**src/rtl/layer_stream_serializer.sv**
```systemverilog
// layer_stream_serializer: captures a layer's parallel output vector and
// streams it one element per beat over valid/ready, with one pending slot
// so a vector that arrives mid-stream is held rather than lost.
//
// state | meaning
// ------+-----------------------------------------------------------
// IDLE  | active slot empty, nothing to send
// SEND  | active slot occupied, presenting element at beat counter
module layer_stream_serializer #(
    parameter int NUM_NEURONS = 30,
    parameter int DATA_WIDTH  = 16,
    parameter int REVERSE     = 0,
    parameter int IW          = $clog2(NUM_NEURONS)
) (
    input  logic                              s_axi_aclk,
    input  logic                              s_axi_aresetn,
    input  logic                              soft_reset,
    input  logic                              in_valid,
    input  logic [NUM_NEURONS*DATA_WIDTH-1:0] in_data,
    output logic                              in_ready,
    output logic [DATA_WIDTH-1:0]             out_data,
    output logic                              out_valid,
    input  logic                              out_ready,
    output logic                              out_last,
    output logic [IW-1:0]                     out_index,
    output logic                              busy,
    output logic                              overflow
);

    typedef enum logic {IDLE = 1'b0, SEND = 1'b1} state_t;

    localparam logic [IW-1:0] LAST_CNT = IW'(NUM_NEURONS - 1);

    state_t                            state_q, state_d;
    logic [IW-1:0]                     cnt_q, cnt_d;
    logic [NUM_NEURONS*DATA_WIDTH-1:0] active_q, active_d;
    logic [NUM_NEURONS*DATA_WIDTH-1:0] pending_q, pending_d;
    logic                              pend_valid_q, pend_valid_d;
    logic                              overflow_q, overflow_d;

    logic                              beat;
    logic                              last_beat;
    logic                              capture;
    logic [IW-1:0]                     sel;
    logic [DATA_WIDTH-1:0]             elem [NUM_NEURONS];

    // Handshake decodes; in_ready depends only on the pending register.
    assign in_ready  = ~pend_valid_q;
    assign out_valid = (state_q == SEND);
    assign beat      = out_valid && out_ready;
    assign last_beat = beat && (cnt_q == LAST_CNT);
    assign capture   = in_valid && in_ready;

    assign out_last  = (state_q == SEND) && (cnt_q == LAST_CNT);
    assign out_index = cnt_q;
    assign busy      = (state_q == SEND) || pend_valid_q;
    assign overflow  = overflow_q;

    // Slice the active vector into elements and pick the one in send order.
    always_comb begin
        for (int i = 0; i < NUM_NEURONS; i++) begin
            elem[i] = active_q[i*DATA_WIDTH +: DATA_WIDTH];
        end
        sel      = (REVERSE != 0) ? (LAST_CNT - cnt_q) : cnt_q;
        out_data = (state_q == SEND) ? elem[sel] : '0;
    end

    // State register and slot storage; soft_reset acts like reset.
    always_ff @(posedge s_axi_aclk or negedge s_axi_aresetn) begin
        if (!s_axi_aresetn) begin
            state_q      <= IDLE;
            cnt_q        <= '0;
            active_q     <= '0;
            pending_q    <= '0;
            pend_valid_q <= 1'b0;
            overflow_q   <= 1'b0;
        end else if (soft_reset) begin
            state_q      <= IDLE;
            cnt_q        <= '0;
            active_q     <= '0;
            pending_q    <= '0;
            pend_valid_q <= 1'b0;
            overflow_q   <= 1'b0;
        end else begin
            state_q      <= state_d;
            cnt_q        <= cnt_d;
            active_q     <= active_d;
            pending_q    <= pending_d;
            pend_valid_q <= pend_valid_d;
            overflow_q   <= overflow_d;
        end
    end

    // Next-state: capture, beat counting, pending hand-off and overflow.
    always_comb begin
        state_d      = state_q;
        cnt_d        = cnt_q;
        active_d     = active_q;
        pending_d    = pending_q;
        pend_valid_d = pend_valid_q;
        overflow_d   = overflow_q | (in_valid && !in_ready);

        case (state_q)
            IDLE: begin
                if (capture) begin
                    active_d = in_data;
                    cnt_d    = '0;
                    state_d  = SEND;
                end
            end
            SEND: begin
                if (last_beat) begin
                    cnt_d = '0;
                    if (pend_valid_q) begin
                        // Zero-bubble hand-off; capture is impossible here.
                        active_d     = pending_q;
                        pend_valid_d = 1'b0;
                    end else if (capture) begin
                        active_d = in_data;
                    end else begin
                        state_d = IDLE;
                    end
                end else begin
                    if (beat) begin
                        cnt_d = cnt_q + 1'b1;
                    end
                    if (capture) begin
                        pending_d    = in_data;
                        pend_valid_d = 1'b1;
                    end
                end
            end
            default: state_d = IDLE;
        endcase
    end

endmodule

```
**config.mk**
```make
export PLATFORM = sky130hd
export DESIGN_NAME = layer_stream_serializer
export DESIGN_NICKNAME = d
export VERILOG_FILES = /design/src/rtl/layer_stream_serializer.sv
export SDC_FILE = /design/constraint.sdc
export NUM_CORES = 2
export LEC_CHECK = 0
export ABC_CLOCK_PERIOD_IN_PS = 4059
export CELL_PAD_IN_SITES_DETAIL_PLACEMENT = 1
export CELL_PAD_IN_SITES_GLOBAL_PLACEMENT = 1
export CORE_UTILIZATION = 48
export CTS_CLUSTER_SIZE = 28
export DETAILED_ROUTE_END_ITERATION = 10
export PLACE_DENSITY_LB_ADDON = 0.15
export SLEW_MARGIN = 15
export SYNTH_ARGS = -nofsm -noshare
export SYNTH_HDL_FRONTEND = slang
export SYNTH_SLANG_ARGS = --single-unit
export TNS_END_PERCENT = 10
```
**constraint.sdc**
```tcl
create_clock -name s_axi_aclk -period 4.06 [get_ports s_axi_aclk]
set_input_delay 1.218 -clock s_axi_aclk [delete_from_list [all_inputs] [get_ports s_axi_aclk]]
set_output_delay 1.218 -clock s_axi_aclk [all_outputs]
set_load 0.005 [all_outputs]
```
==> impl_metrics.csv <==
group,metric,value,unit
run_status,status,"finished with violations",
run_status,violations,"negative setup slack",
yosys,synth-simple-area-share,0.09092,
sta,clock_skew,0.02465,ns
routing,wl,174400,um
routing,vias,39220,
yosys,ys.flop_type,"dfrtp_1",
yosys,synth.most_common_cell,"dfrtp_1",
routing,drc_errors,0,
sta,maxSlewViolCount,0,
place,placed_cell_area,51340,um^2
yosys,synth_fa_ha_area_frac,0.0005588,
yosys,synthDistinctLibCells,37,
global_routing,grt_max_degree,236,
floorplan,io_pins,511,
yosys,synth-async-reset-ratio,1.000,
yosys,synth.area.top_cells,"dfrtp_1 (54%), a22o_1 (9.4%), o31ai_1 (8.1%), o22ai_1 (6.9%), nand2_1 (4.4%)",
hold_path,hold_class,"in -> async",
worst_setup_path,crit_arrival,3.00,ns
clock_network,htree_levels,3,
worst_setup_path,critPathBufInv,4,
power_and_ir_drop,ir_drop,319.1,uV
routing,ant_nets,0,
yosys,yosysTopAreaCell,"dfrtp_1",
clock_network,cts_hold_buf,0,
floorplan,chipWidth,307.4,um
worst_setup_path,critPathMaxStageDelay,0.45,ns
worst_setup_path,setup.worst_path.end,"out_data[1]",
worst_setup_path,worst-endpoint-required,2.84,ns
power_and_ir_drop,power_density,448.5,nW/um^2
floorplan,chipHeight,307.4,um
routing,drtPass1Iterations,5,
yosys,ys_warn_count,0,
yosys,seq_area_frac_synth,0.5409,
clock_network,clockBufferDepth,3,
global_routing,grt_use_total,0.3679,
place,dpl.hpwl,114600,um
place,gp_congestion,0.8937,
yosys,synth.avg_cell_area,10.55,um^2
yosys,netlist_area,44780,um^2
worst_setup_path,path_class,"reg -> out",
sta,worst_slack,-0.1568,ns
layout,post-route-util,0.6112,
sta,fin_crit,4.217,ns
floorplan,initial_core_util,0.4863,
yosys,synth_top_family_by_area,"compound AO/OA/AOI/OAI gates",
layout,nFillCells,9440,
clock_network,cts_buffers,105,
floorplan,rows,111,
worst_setup_path,r2r_end,"active_q[210]$_DFFE_PN0P_",
worst_setup_path,cp_max_fo,13,
yosys,synth_compound_area_frac,0.2708,
layout,fin_cells,5924,
global_routing,antenna_found_initial,12,
floorplan,die_area,94520,um^2
layout,design_area,56280,um^2
place,io_buffers,510,
place,dp.cells,5698,
layout,areaGrowthSynthToFinish,25.68,%
clock_network,clock_latency,0.69,ns
worst_setup_path,worstPathCellList,"buf_8, buf_4, bufbuf_16, mux2i_4, o22ai_2, a2111oi_4, nor2_4, dlygate4sd2_1",
sta,period_share,1.039,
sta,max_freq,237.1,MHz
worst_setup_path,timing.critical_path.from,"out_index[0]$_DFFE_PN0P_",
yosys,netlist_instances,4243,
layout,layout-drive-gt1-share,0.1193,
clock_network,cts.sinks,968,
clock_network,cts_tree,"built",
floorplan,core_area,92080,um^2
global_routing,grt_pass1_wl,264200,um
clock_network,cts_root_buf,"clkbuf_16",
yosys,synth-seq-cells,968,
yosys,synth_top_area_share,0.5409,
worst_setup_path,crit_cells,8,
routing,wl_per_cell,29.44,um
worst_setup_path,cp-start-kind,"register",
worst_setup_path,rr_worst_depth,10,
sta,rsz0062_at_grt,"true",
place,dp_slack,0.07158,ns
yosys,synth_xor_area_frac,0,
run,maxCapViolCount,0,
sta,setup_viol,14,
worst_setup_path,slowest_stage,"dfrtp_4",
global_routing,grt_overflow_total,0,
yosys,synth-edff-count,0,
routing,via_per_inst,6.620,
clock_network,clk_pin_slew,0.06,ns
sta,tightest_slew,1.457,ns
power_and_ir_drop,p_leak,24.14,nW
yosys,synthTopCellsByCount,"dfrtp_1 (968), nand2_1 (520), nor2_1 (504)",
worst_setup_path,cp_top_family,"buffers and inverters",
sta,setup_tns,-1.078,ns
routing,drtIter0Drc,4267,
yosys,synth_fp_nets,4730,
sta,relSlewSlack,0.02839,
yosys,synth_mux_area_frac,0.05066,
worst_setup_path,regToRegSetupSlack,0.76,ns
worst_setup_path,timing.rr.start,"out_index[0]$_DFFE_PN0P_",
global_routing,grt_pass1_vias,40900,
sta,hold_viol,0,
layout,nNetsFinal,5075,
worst_setup_path,end_kind,"output pin",
## cells by family (layout without fill, tap and decap cells)
| logic type | Yosys count | count (layout) |
|---|---|---|
| AO/OA/AOI/OAI | 1616 | 1616 |
| flip-flops | 968 | 968 |
| adder cells (fa/ha/maj) | 2 | 2 |
| multiplexers | 160 | 160 |
| buffers and inverters | 440 | 876 |
| AND/OR/NAND/NOR | 1057 | 1057 |
| other | 0 | 2 |
## per-stage QoR
stage               hold slack [ns]  total power [W]
floorplan                    0.4629          0.01275
global placement             0.4770          0.01463
detailed placement           0.4918          0.01473
CTS                          0.4848          0.02520
global route                 0.5156          0.02596
finish                       0.4824          0.02524
## how the worst min path moves through the flow
stage                               start                         end  slack (ns)  cells after the start
4_1_cts                     s_axi_aresetn  pending_q[405]$_DFFE_PN0P_        0.48                      1
6_report                    s_axi_aresetn  pending_q[405]$_DFFE_PN0P_        0.48                      1
2_1_floorplan   active_q[144]$_DFFE_PN0P_   active_q[144]$_DFFE_PN0P_        0.46                      2
5_1_grt                     s_axi_aresetn  pending_q[400]$_DFFE_PN0P_        0.52                      1
3_5_place_dp   pending_q[258]$_DFFE_PN0P_  pending_q[258]$_DFFE_PN0P_        0.49                      1
3_3_place_gp    active_q[176]$_DFFE_PN0P_   active_q[176]$_DFFE_PN0P_        0.48                      2
## area by class of cell
class | instances | area [um^2] | share of cell area
tap | 1243 | 1555 | 0.02763
sequential | 968 | 24230 | 0.4305
multi-input combinational | 2835 | 19360 | 0.3440
antenna | 2 | 5.005 | 0.00008893
clock inverter | 46 | 608.1 | 0.01080
inverter | 5 | 18.77 | 0.0003335
clock buffer | 152 | 3088 | 0.05487
timing repair buffer | 673 | 7413 | 0.1317
## power breakdown
part,switching [W],internal [W],leakage (nW)
Combinational,0.00223,0.00162,9.24
Sequential,0.000735,0.0103,13.1
Clock,0.00418,0.00616,1.82
Total,0.00715,0.0181,24.1
## cells in the final DEF, fill, tap and decap left out, drive strengths merged, types with 3 or more instances in the layout
cell type,n
o31ai,484
buf,164
nand2b,4
a211oi,18
o211ai,17
a2111oi,16
nor2b,21
inv,6
a22o,480
a21oi,35
bufinv,14
clkinvlp,5
nor2,504
clkinv,26
nand2,520
mux2,32
a22oi,48
dfrtp,968
mux4,48
a221oi,16
o21ai,6
nand3,3
clkbuf,157
dlygate4sd2,5
mux2i,80
clkdlybuf4s15,5
o22ai,496
clkdlybuf4s50,492
## sequential cells by signal, indices dropped and copies added, names as in the netlist
register,flops
out_valid,1
pending_q,480
out_index,5
overflow,1
active_q,480
pend_valid_q,1
## layer usage
layer	share of wire	track usage
met1	0.41	0.5085
met2	0.46	0.5644
met4	0.050	0.1696
met5	0.00046	0
met3	0.074	0.06724
## what timing repair did
action / in CTS / in global routing
setup endpoints to repair: 17 / 16
cloned: 7 / 0
setup buffers: 14 / 5
pin swaps: 47 / 27
resized for setup: 185 / 37
## worst register-to-register path: stages, from the launching register on
cell	delay [ns]
dfrtp_4	0.51
buf_8	0.16
buf_4	0.16
buf_16	0.18
ha_1	0.24
nand4_4	0.13
o21ai_2	0.15
nor2_4	0.24
buf_12	0.60
nand2_1	0.63
o31ai_1	0.17
Power figures use the tool's default switching activity.
